## src/rtl/thunderbird_seq.sv

```systemverilog
// Purpose: tail-light sequencer; sweeps LAMPS lamps per side, with optional hazard blink.
// Latency: registered Moore outputs; a request is acted on at the next prescaler tick (<= DIV cycles).
// Backpressure: none; lamp drivers have no handshake and the sequence never stalls.
//
// Parameters: LAMPS (1..16) lamps per side, DIV (1..65535) clock cycles per step.
// Ports: Clk/Rs_n clock and async active-low reset; L/R level turn requests;
//        LT/RT lamp banks (bit 0 = innermost lamp); Busy high while not IDLE.
// Build option: define THUNDERBIRD_HAZARD_EN to enable the both-sides hazard state.
module thunderbird_seq #(
    parameter int LAMPS = 3,
    parameter int DIV   = 1
) (
    input  logic             Clk,
    input  logic             Rs_n,
    input  logic             L,
    input  logic             R,
    output logic [LAMPS-1:0] LT,
    output logic [LAMPS-1:0] RT,
    output logic             Busy
);

    localparam int PCW = (DIV <= 1) ? 1 : $clog2(DIV);
    localparam int KW  = $clog2(LAMPS + 1);

`ifdef THUNDERBIRD_HAZARD_EN
    typedef enum logic [1:0] {IDLE, LEFT, RIGHT, HAZ} state_t;
`else
    typedef enum logic [1:0] {IDLE, LEFT, RIGHT} state_t;
`endif

    logic [PCW-1:0]   pc;
    logic             tick;
    state_t           state_q, state_d;
    logic [KW-1:0]    k_q, k_d;
    logic [LAMPS-1:0] lt_d, rt_d;
    logic             busy_d;

    // Thermometer fill: lamps 0..n-1 lit, i.e. (1<<n)-1 without overflowing at n==LAMPS.
    function automatic logic [LAMPS-1:0] fill(input logic [KW-1:0] n);
        logic [LAMPS-1:0] m;
        m = '0;
        for (int i = 0; i < LAMPS; i++) begin
            m[i] = (i < int'(n));
        end
        return m;
    endfunction

    // Free-running step prescaler; with DIV=1 it sits at 0 and tick is always high.
    always_ff @(posedge Clk or negedge Rs_n) begin
        if (!Rs_n) begin
            pc <= '0;
        end else if (tick) begin
            pc <= '0;
        end else begin
            pc <= pc + PCW'(1);
        end
    end

    assign tick = (pc == PCW'(DIV - 1));

    always_ff @(posedge Clk or negedge Rs_n) begin
        if (!Rs_n) begin
            state_q <= IDLE;
            k_q     <= '0;
            LT      <= '0;
            RT      <= '0;
            Busy    <= 1'b0;
        end else begin
            state_q <= state_d;
            k_q     <= k_d;
            LT      <= lt_d;
            RT      <= rt_d;
            Busy    <= busy_d;
        end
    end

    always_comb begin
        state_d = state_q;
        k_d     = k_q;
        lt_d    = '0;
        rt_d    = '0;
        busy_d  = 1'b0;

        // Requests are only looked at on tick edges; between ticks everything holds.
        if (tick) begin
            case (state_q)
                IDLE: begin
                    if (L && !R) begin
                        state_d = LEFT;
                        k_d     = KW'(1);
                    end else if (!L && R) begin
                        state_d = RIGHT;
                        k_d     = KW'(1);
                    end
`ifdef THUNDERBIRD_HAZARD_EN
                    else if (L && R) begin
                        state_d = HAZ;
                        k_d     = '0;
                    end
`endif
                end
                // Sweeps run to completion regardless of L/R; the return to IDLE
                // guarantees a dark step before any new sequence.
                LEFT, RIGHT: begin
                    if (k_q == KW'(LAMPS)) begin
                        state_d = IDLE;
                        k_d     = '0;
                    end else begin
                        k_d = k_q + KW'(1);
                    end
                end
`ifdef THUNDERBIRD_HAZARD_EN
                HAZ: begin
                    state_d = IDLE;
                    k_d     = '0;
                end
`endif
                default: begin
                    state_d = IDLE;
                    k_d     = '0;
                end
            endcase
        end

        // Outputs decoded from the next state so they register on the same edge.
        case (state_d)
            LEFT:    lt_d = fill(k_d);
            RIGHT:   rt_d = fill(k_d);
`ifdef THUNDERBIRD_HAZARD_EN
            HAZ: begin
                lt_d = '1;
                rt_d = '1;
            end
`endif
            default: begin
                lt_d = '0;
                rt_d = '0;
            end
        endcase
        busy_d = (state_d != IDLE);
    end

endmodule

```

## config.mk

```make
export PLATFORM = sky130hd
export DESIGN_NAME = thunderbird_seq
export DESIGN_NICKNAME = d
export VERILOG_FILES = /design/src/rtl/thunderbird_seq.sv
export SDC_FILE = /design/constraint.sdc
export NUM_CORES = 1
export LEC_CHECK = 0
export ABC_AREA = 0
export CELL_PAD_IN_SITES_DETAIL_PLACEMENT = 1
export CELL_PAD_IN_SITES_GLOBAL_PLACEMENT = 2
export CORE_MARGIN = 2
export CORE_UTILIZATION = 34
export DETAILED_ROUTE_END_ITERATION = 10
export PLACE_DENSITY_LB_ADDON = 0.1
export REMOVE_ABC_BUFFERS = 1
export SYNTH_ARGS = -nofsm -noshare
export SYNTH_HDL_FRONTEND = slang
export SYNTH_SLANG_ARGS = --single-unit
```

## constraint.sdc

```tcl
create_clock -name Clk -period 2.67 [get_ports Clk]
set_input_delay 0.267 -clock Clk [delete_from_list [all_inputs] [get_ports Clk]]
set_output_delay 0.267 -clock Clk [all_outputs]
set_load 0.1 [all_outputs]
```

==> flow_summary_export.csv, run 1 <==
group,metric,value,unit
status,outcome,"complete, no violations",
global_routing,grt_pass1_wl,2150,um
synth,syn-cell-area,606,um^2
setup_path,crit_required,2.80,ns
setup_path,crit_path_end_kind,"flip-flop",
clock_network,clock_sinks,11,
placement,portBuffers,10,
detailed_routing,ant_nets,0,
finish,mostFrequentLayoutCells,"dfrtp_1 (11), nor2_1 (7), buf_4 (7), nand4bb_1 (4)",
detailed_routing,drtIter0Drc,6,
clock_network,cts_buffers,3,
synth,synth-seq-area-share,45.5,%
job,maxCapViolations,0,
global_routing,grt_overflow_total,0,
finish,finalNonFillerCells,92,
synth,synth_edf_count,0,
floorplanning,start_util,35.5,%
detailed_routing,viasPerCell,4.98,
setup_path,crit_fanout,7,
timing,holdWs,0.322,ns
floorplanning,fp.coreArea,0.00171,mm^2
synth,synthDistinctLibCells,28,
synth,yosys_warnings,0,
timing,min_period,1.94,ns
setup_path,cp-start-kind,"flip-flop",
clock_network,cts_htree_levels,1,
detailed_routing,drt_wl_total,1270,um
detailed_routing,first_pass_iters,3,
clock_network,ctsResizeCount,0,
global_routing,grt_pass1_vias,442,
detailed_routing,wl_per_cell,13.8,um
finish,diodes,0,
placement,globalplace.congestion,0.716,
setup_path,r2r_cells,6,
synth,synth.area.top_cells,"dfrtp_1 (45%), nand4bb_1 (7.4%), ha_1 (6.2%)",
floorplanning,num_rows,15,
clock_network,clk_pin_slew,0.07,ns
global_routing,antenna_found_initial,0,
timing,tightest_slew,0.467,ns
synth,yosysTopAreaCell,"dfrtp_1",
finish,drive_gt1_share,29.9,%
floorplanning,ioPinCount,11,
min_path,hold_path_class,"in2async",
clock_network,insertion_delay,0.26,ns
setup_path,arrival,2.07,ns
timing,slew_headroom,68.8,%
clock_network,cts_setup_buffers,0,
clock_network,cts_tree,"built",
synth,ys_async_sr_fraction,100,%
timing,rsz0062_at_grt,"no",
finish,area_growth,21.9,%
synth,avgSynthCellArea,11.2,um^2
synth,yosysTopAreaCellShare,45.5,%
finish,fin_area,738,um^2
detailed_routing,drc,0,
finish,layout_commonest_cell,"dfrtp_1",
timing,finalHoldViolCount,0,
floorplanning,die_w,46.2,um
timing,fmax,515,MHz
clock_network,clock-root-buffer,"clkbuf_4",
timing,setup-tns-final,0,ns
timing,fin_skew,0.00581,ns
synth,synth_seq_cells,11,
finish,nNetsFinal,75,
global_routing,grt_use_total,14.6,%
floorplanning,die_area,0.00213,mm^2
synth,netlist_instances,54,
floorplanning,die_h,46.2,um
clock_network,cts_buffer_depth,2,
synth,synthFlopType,"dfrtp_1",
timing,min_period_over_period,72.7,%
timing,slew_violations,0,
placement,placedInstanceArea,712,um^2
setup_path,crit_type,"reg2reg",
finish,fillCellCount,193,
timing,setup_viol,0,
detailed_routing,vias,458,
clock_network,hold_buffers,0,
placement,dpl.hpwl,962,um
placement,place_inst,88,
global_routing,grt_max_degree,12,
[critical path, cell delays in order, from the launching register on]
cell and delay [ns]:
dfrtp_1 0.46, inv_1 0.12, ha_1 0.28, nor2b_2 0.37, o32ai_1 0.14, a31oi_1 0.33, nor2_1 0.10
[registers in the layout (all words and copies together), names as in the netlist]
register	count
LT	3
state_q	2
k_q	2
RT	3
Busy	1
[routing by layer]
layer	vias up	track usage [%]	routed length [um]
li1	226	-	-
met1	222	18.6	591
met2	10	22.2	625
met3	0	5.88	49
met4	0	5.14	0
met5	-	0	0
[layout make-up]
type	count	area, um^2	share of cell area, %
Clock buffer	4	26.3	3.56
Inverter	5	18.8	2.54
Multi-Input combinational cell	37	304	41.2
Sequential cell	11	275	37.3
Tap cell	25	31.3	4.24
Timing Repair Buffer	10	82.6	11.2
[path summary, 6_finish.rpt]
path | end | start | slack [ns]
worst max-delay path | LT[2] | state_q[0] | 0.73
worst min-delay path | RT[1] | Rs_n | 0.32
worst max register to register | LT[2] | state_q[0] | 0.73
worst min register to register | k_q[1] | k_q[1] | 0.65
max in group asynchronous | k_q[1] | Rs_n | 2.03
min in group Clk | k_q[1] | k_q[1] | 0.65
[cell families after synthesis]
logic type	after synthesis	share of synthesized area (%)
AND/OR/NAND/NOR	21	24.4
AO/OA/AOI/OAI	11	16.3
flip-flops	11	45.5
buffers and inverters	6	4.34
adder cells (fa/ha/maj)	4	8.06
XOR/XNOR	1	1.45
[stage by stage]
step | utilization, % | setup WS (ns)
4_1_cts | 43.2 | 0.704
3_5_place_dp | 41.7 | 0.757
2_1_floorplan | - | 1.09
6_report | 43.2 | 0.730
5_1_grt | 43.2 | 0.553
3_3_place_gp | 41.7 | 0.809
[synth_stat cells (all sizes together), types with 2 or more instances]
master / instances
dfrtp: 11
nor2: 8
inv: 5
nand4bb: 4
ha: 3
a22o: 2
a31oi: 2
nor3b: 2
o21ai: 2
o32ai: 2
Power of run 1 is not shown: default switching activity piles up to over one toggle a cycle in this logic, so the estimate is an artifact.
==> run 2, diff against run 1 <==
CORE_UTILIZATION = 28   (was 34)
clock period = 1.7 ns   (was 2.67 ns; I/O delays follow)
==> run 2 against run 1 <==
Net effect: core utilization increased by 1.4 points; first-iteration DRC count up 17%; via count is 11% higher; clock skew is 0.00084 ns lower; fmax up 19%; final area up 21%; critical endpoint is now Busy.
==> flow_summary_export.csv, run 2 (same netlist as run 1, synthesis figures left out) <==
group,metric,value,unit
placement,dpl.hpwl,1090,um
detailed_routing,wl_met2,688,um
floorplanning,die_h,50.5,um
detailed_routing,drtIter0Drc,7,
detailed_routing,drc,0,
finish,top_regs,"LT x3, RT x3",
finish,layout_commonest_cell,"buf_4",
floorplanning,die_area,0.00255,mm^2
timing,fin_skew,0.00496,ns
finish,mostFrequentLayoutCells,"buf_4 (21), dfrtp_1 (11), nor2_1 (5), inv_2 (4), nand4bb_1 (4)",
placement,placedInstanceArea,812,um^2
timing,min_period,1.63,ns
detailed_routing,first_pass_iters,4,
setup_path,cp-start-kind,"flip-flop",
finish,fin_area,893,um^2
detailed_routing,wl_per_cell,13.2,um
detailed_routing,vias,507,
clock_network,cts_buffer_depth,2,
timing,setup-tns-final,0,ns
global_routing,grt_pass1_wl,2440,um
detailed_routing,wl_met1,673,um
floorplanning,start_util,30.3,%
clock_network,clk_pin_slew,0.06,ns
clock_network,hold_buffers,0,
job,maxCapViolations,0,
global_routing,grt_max_degree,12,
detailed_routing,viasPerCell,4.69,
global_routing,antenna_found_initial,0,
clock_network,insertion_delay,0.26,ns
floorplanning,num_rows,16,
finish,nNetsFinal,89,
min_path,hold_path_class,"in2async",
clock_network,clock-root-buffer,"clkbuf_4",
timing,tightest_slew,0.477,ns
floorplanning,die_w,50.5,um
setup_path,crit_required,1.84,ns
finish,area_growth,47.5,%
detailed_routing,ant_nets,0,
clock_network,cts_buffers,3,
placement,globalplace.congestion,0.775,
clock_network,clock_sinks,11,
timing,slew_violations,0,
timing,setup_viol,0,
clock_network,cts_tree,"built",
finish,seqCellArea,275,um^2
setup_path,crit_path_top_delay_cell,"dfrtp_1",
global_routing,grt_pass1_vias,544,
timing,finalHoldViolCount,0,
finish,diodes,0,
finish,multi_input_area,352,um^2
finish,drive_gt1_share,53.1,%
timing,min_period_over_period,95.7,%
setup_path,crit_type,"reg2reg",
setup_path,crit_fanout,5,
global_routing,grt_overflow_total,0,
setup_path,cp_top_family,"flip-flops",
detailed_routing,drt_wl_total,1420,um
status,outcome,"complete, no violations",
setup_path,crit_chain,"inv_2 -> ha_4 -> nor3b_4 -> buf_4 -> a22o_2 -> or2_1",
setup_path,cp_num_buf_inv,2,
placement,portBuffers,10,
detailed_routing,route.met3.wl,46,um
setup_path,crit_path_end_kind,"flip-flop",
setup_path,arrival,1.77,ns
timing,slew_headroom,68.1,%
floorplanning,fp.coreArea,0.00200,mm^2
global_routing,grt_use_total,12.8,%
floorplanning,ioPinCount,11,
setup_path,max_stage_delay,0.42,ns
finish,fillCellCount,234,
timing,fmax,615,MHz
clock_network,cts_htree_levels,1,
detailed_routing,top_layer_used,"met4",
## run 2: layer usage
| metal | GRT usage, % | up-vias |
|---|---|---|
| met2 | 19.7 | 10 |
| met3 | 3.57 | 2 |
| li1 | - | 249 |
| met4 | 4.95 | 0 |
| met1 | 16.9 | 246 |
| met5 | 0 | - |
## run 2: worst paths after layout
kind / to / slack, ns / cells after the start / from
max in group asynchronous: state_q[0] / 1.14 / 1 / Rs_n
hold / removal: RT[1] / 0.23 / 1 / Rs_n
setup / recovery: Busy / 0.07 / 6 / state_q[0]
min in group Clk: k_q[1] / 0.61 / 2 / k_q[1]
hold reg to reg: k_q[1] / 0.61 / 2 / k_q[1]
setup reg to reg: Busy / 0.07 / 6 / state_q[0]
## run 2: what timing repair did
item / 4_1_cts / 5_1_grt
buffers inserted: 0 / 2
pin swaps: 0 / 2
resized for setup: 2 / 8
endpoints found under the setup margin: 4 / 7
## run 2: worst reg2reg max path: stages (launching register included)
cell and delay [ns]:
dfrtp_1 0.42, inv_2 0.10, ha_4 0.21, nor3b_4 0.16
buf_4 0.15, a22o_2 0.26, or2_1 0.22
## run 2: metrics by stage
| stage | hold WS [ns] | utilization [%] | instances | setup WS, ns |
|---|---|---|---|---|
| 4_1_cts | 0.242 | 42.8 | 107 | 0.00253 |
| 3_5_place_dp | 0.529 | 40.6 | 103 | -0.0119 |
| 5_1_grt | 0.249 | 44.6 | 108 | -0.00116 |
| 3_3_place_gp | 0.519 | 40.6 | 103 | 0.0241 |
| 2_1_floorplan | -0.126 | - | 53 | 0.119 |
| 6_report | 0.235 | 44.6 | 108 | 0.0732 |
## run 2: final cells by class
class	instances	share of cell area, %
multi-input cells	37	39.4
flip-flops and latches	11	30.8
repair buffers	24	21.0
well taps	27	3.78
clock buffers	4	2.94
inverters	5	2.10
Power of run 2 is left out for the same reason.
==> run 3, diff against run 2 <==
CTS_BUF_LIST = sky130_fd_sc_hd__clkbuf_16   (was not set)
SKIP_LAST_GASP = 1   (was not set)
==> run 3 against run 2 <==
Net effect: final area up 5.9%; register-to-register slack about the same; highest routed layer unchanged; final cell count unchanged; critical path type unchanged; routed wire length up 0.77%.
==> flow_summary_export.csv, run 3 (same netlist as run 1, synthesis figures left out) <==
group,metric,value,unit
placement,globalplace.congestion,0.775,
timing,fin_skew,0.00163,ns
floorplanning,die_w,50.5,um
setup_path,r2r_end,"Busy",
timing,tightest_slew,0.468,ns
detailed_routing,drc,0,
timing,holdWs,0.263,ns
floorplanning,ioPinCount,11,
global_routing,grt_max_degree,12,
clock_network,clock-root-buffer,"clkbuf_16",
global_routing,grt_use_total,12.8,%
floorplanning,die_h,50.5,um
floorplanning,die_area,0.00255,mm^2
timing,setup_viol,0,
floorplanning,fp.coreArea,0.00200,mm^2
clock_network,clk_pin_slew,0.04,ns
timing,rsz0062_at_grt,"yes",
finish,layout_commonest_cell,"buf_4",
timing,min_period_over_period,95.9,%
clock_network,insertion_delay,0.23,ns
detailed_routing,drt_wl_total,1430,um
setup_path,r2r_slack,0.07,ns
setup_path,cp-start-kind,"flip-flop",
detailed_routing,drtIter0Drc,5,
setup_path,crit_required,1.81,ns
finish,top_regs,"LT x3, RT x3",
clock_network,cts_htree_levels,1,
status,outcome,"complete, no violations",
placement,dpl.hpwl,1090,um
min_path,hold_path_class,"in2async",
clock_network,clock_sinks,11,
global_routing,grt_pass1_wl,2420,um
detailed_routing,vias,510,
finish,finalNonFillerCells,108,
finish,area_growth,56.2,%
finish,post-route-util,47.3,%
setup_path,r2r_start,"state_q[0]",
clock_network,hold_buffers,0,
setup_path,crit_type,"reg2reg",
setup_path,r2r_cells,6,
finish,diodes,0,
finish,nNetsFinal,89,
job,maxCapViolations,0,
setup_path,crit_path_end_kind,"flip-flop",
floorplanning,start_util,30.3,%
finish,mostFrequentLayoutCells,"buf_4 (21), dfrtp_1 (11), nor2_1 (5), inv_2 (4), nand4bb_1 (4)",
timing,finalHoldViolCount,0,
timing,min_period,1.63,ns
global_routing,grt_pass1_vias,536,
placement,portBuffers,10,
clock_network,cts_buffer_depth,2,
setup_path,crit_fanout,5,
global_routing,antenna_found_initial,0,
timing,fmax,613,MHz
placement,place_inst,103,
finish,drive_gt1_share,53.1,%
timing,slew_headroom,68.7,%
detailed_routing,wl_per_cell,13.3,um
detailed_routing,ant_nets,0,
detailed_routing,viasPerCell,4.72,
placement,dp_slack,-0.0119,ns
clock_network,cts_tree,"built",
clock_network,cts_buffers,3,
detailed_routing,first_pass_iters,4,
floorplanning,num_rows,16,
timing,setup_ws,0.0699,ns
setup_path,arrival,1.74,ns
timing,slew_violations,0,
global_routing,grt_overflow_total,0,
==> run 3: cell type report <==
cell class,count,area (um^2)
repair buffers,24,188
multi-input cells,37,352
clock buffers,3,75.1
well taps,27,33.8
fillers,226,1060
flip-flops and latches,11,275
clock inverters,1,3.75
inverters,5,18.8
==> run 3: worst max path at each step <==
stage | slack, ns | from | to | depth (start not counted)
after global routing | -0.008 | state_q[0] | RT[2] | 7
after global placement | 0.02 | state_q[0] | LT[0] | 5
final | 0.07 | state_q[0] | Busy | 6
after detailed placement | -0.01 | state_q[0] | LT[0] | 7
after floorplan | 0.12 | state_q[0] | Busy | 5
after CTS | 0.007 | state_q[0] | LT[0] | 5
==> run 3: per-stage QoR <==
step / instance area, um^2 / setup TNS, ns
2_1_floorplan: 598 / 0
3_3_place_gp: 812 / 0
3_5_place_dp: 812 / -0.0214
4_1_cts: 910 / 0
5_1_grt: 946 / -0.00857
6_report: 946 / 0
==> run 3: routing by layer <==
| metal | vias to the layer above | share of wire (%) | GRT usage, % |
|---|---|---|---|
| met5 | - | 0 | 0 |
| met4 | 0 | 0.98 | 3.15 |
| met3 | 2 | 3.1 | 4.46 |
| met2 | 11 | 48 | 20.2 |
| met1 | 247 | 48 | 16.9 |
| li1 | 250 | - | - |
==> run 3: worst max-delay path, cell delays in order (launching register included) <==
cell and delay, ns:
dfrtp_1 0.41, inv_2 0.11, ha_4 0.22, nor3b_4 0.16, buf_4 0.15, a22o_2 0.25, or2_1 0.22
==> run 3: repair_timing <==
item / 4_1_cts / 5_1_grt
setup endpoints to repair: 5 / 7
pin swaps: 0 / 2
gates resized for setup: 2 / 8
buffers inserted: 0 / 2
Power of run 3 is left out for the same reason.
==> variant, RTL diff (flow settings as in run 1) <==
Add a define of `THUNDERBIRD_HAZARD_EN`.
--- a/src/rtl/thunderbird_seq.sv
+++ b/src/rtl/thunderbird_seq.sv
@@ -8,2 +8,4 @@
 // Build option: define THUNDERBIRD_HAZARD_EN to enable the both-sides hazard state.
+`define THUNDERBIRD_HAZARD_EN
+
 module thunderbird_seq #(
Function: changed (a bounded check fails within 4 cycles, from zero or initial values).
==> variant against run 1 <==
- worst hold slack better by 0.0051 ns
- final cell count is 24% lower
- setup slack better by 0.21 ns
- global-route usage is 0.16 points higher
- design area is 19% lower
- area after synthesis is 21% lower
- wire length is 20% lower
- core utilization is 2.5 points higher
- critical path depth stayed put
- clock skew is 0.0054 ns lower
- sequential cell count stayed put
Power is left out: the tool's default activity adds up to more than one toggle a clock period on the data nets, which glitch-free logic cannot reach.
==> variant: results <==
status:
  status: "finished clean"
cells_and_area:
  nets: 62
  num-fill-cells: 152
  layout-drive-gt1-share_pct: 29.1
logic_synthesis:
  synth_common_cells: "dfrtp_1 (11), a21oi_1 (8), inv_1 (6)"
  synth_xor_area_share_pct: 0
  synth-compound-area-share_pct: 18.5
  synth_area_per_cell_um2: 11.4
  synth_adder_area_share_pct: 5.22
  seq_area_frac_synth_pct: 57.4
  ys_types: 14
sta:
  clock_skew_ns: 0.000368
  slew_headroom_pct: 68.1
critical_path:
  worstPathMaxFanout: 9
  max_stage_delay_ns: 0.39
  timing.critical_path.slowest_stage_cell: "ha_1"
  critPathArrivalTime_ns: 1.86
placement:
  dp_hpwl_um: 756
  gp_congestion: 0.710
  dpl_worst_slack_ns: 0.905
  place_inst: 66
routing:
  drt_iter0_markers: 4
  avgRoutedWirePerCell_um: 14.4
  avgViaCountPerCell: 4.96
  dr.pass1.iters: 2
global_route:
  grt_pass1_wl_mm: 1.89
  grt_use_total_pct: 14.8
  grt_pass1_vias: 410
==> variant: cell count changes after synthesis, sizes merged, moves of 2 or more <==
cell / delta
nor2: -7
nand4bb: -4
a31oi: -2
a22o: -2
nand2: +4
o32ai: -2
a21oi: +8
inv: +2
a2bb2oi: +2
o21ai: -2
==> variant: final cells by class <==
cell class | instances | area (um2) | share of cell area [%]
Inverter | 7 | 26.3 | 4.41
Clock buffer | 4 | 26.3 | 4.41
Tap cell | 15 | 18.8 | 3.15
Timing Repair Buffer | 10 | 82.6 | 13.9
Sequential cell | 11 | 275 | 46.2
Multi-Input combinational cell | 23 | 166 | 27.9
==> variant: cells by family after synthesis <==
logic type | after synthesis
compound gates | 12
fa+ha+maj | 2
buf+inv | 8
flops | 11
simple gates | 9
==> variant: routing by layer <==
layer / part of all wire (%) / vias up / global-route usage, %
met5: 0 / - / 0
met4: 0.99 / 0 / 9.68
met3: 2.0 / 2 / 4.35
met2: 52 / 3 / 24.7
met1: 44 / 175 / 16.1
li1: - / 167 / -
==> variant: path summary, 6_finish.rpt <==
| path | startpoint | end | slack (ns) |
|---|---|---|---|
| worst min-delay path | Rs_n | RT[2]$_DFF_PN0_ | 0.33 |
| worst min register to register | state_q[1]$_DFF_PN0_ | state_q[1]$_DFF_PN0_ | 0.68 |
| max in group asynchronous | Rs_n | state_q[0]$_DFF_PN0_ | 2.02 |
| worst max register to register | state_q[0]$_DFF_PN0_ | LT[0]$_DFF_PN0_ | 0.94 |
| worst max-delay path | state_q[0]$_DFF_PN0_ | LT[0]$_DFF_PN0_ | 0.94 |
| min in group Clk | state_q[1]$_DFF_PN0_ | state_q[1]$_DFF_PN0_ | 0.68 |
==> variant: through the flow <==
step | utilization (%) | instance area [um2]
global route | 45.8 | 596
floorplan | - | 468
CTS | 45.8 | 596
detailed placement | 43.8 | 569
finish | 45.8 | 596
global placement | 43.8 | 569
==> variant: worst reg2reg max path: cells and delay by family (launching register included) <==
| family | cells | cell delay, ns |
|---|---|---|
| flip-flops | 1 | 0.37 |
| buffers and inverters | 1 | 0.09 |
| AO/OA/AOI/OAI | 3 | 0.65 |
| adder cells (fa/ha/maj) | 1 | 0.39 |
| AND/OR/NAND/NOR | 1 | 0.10 |
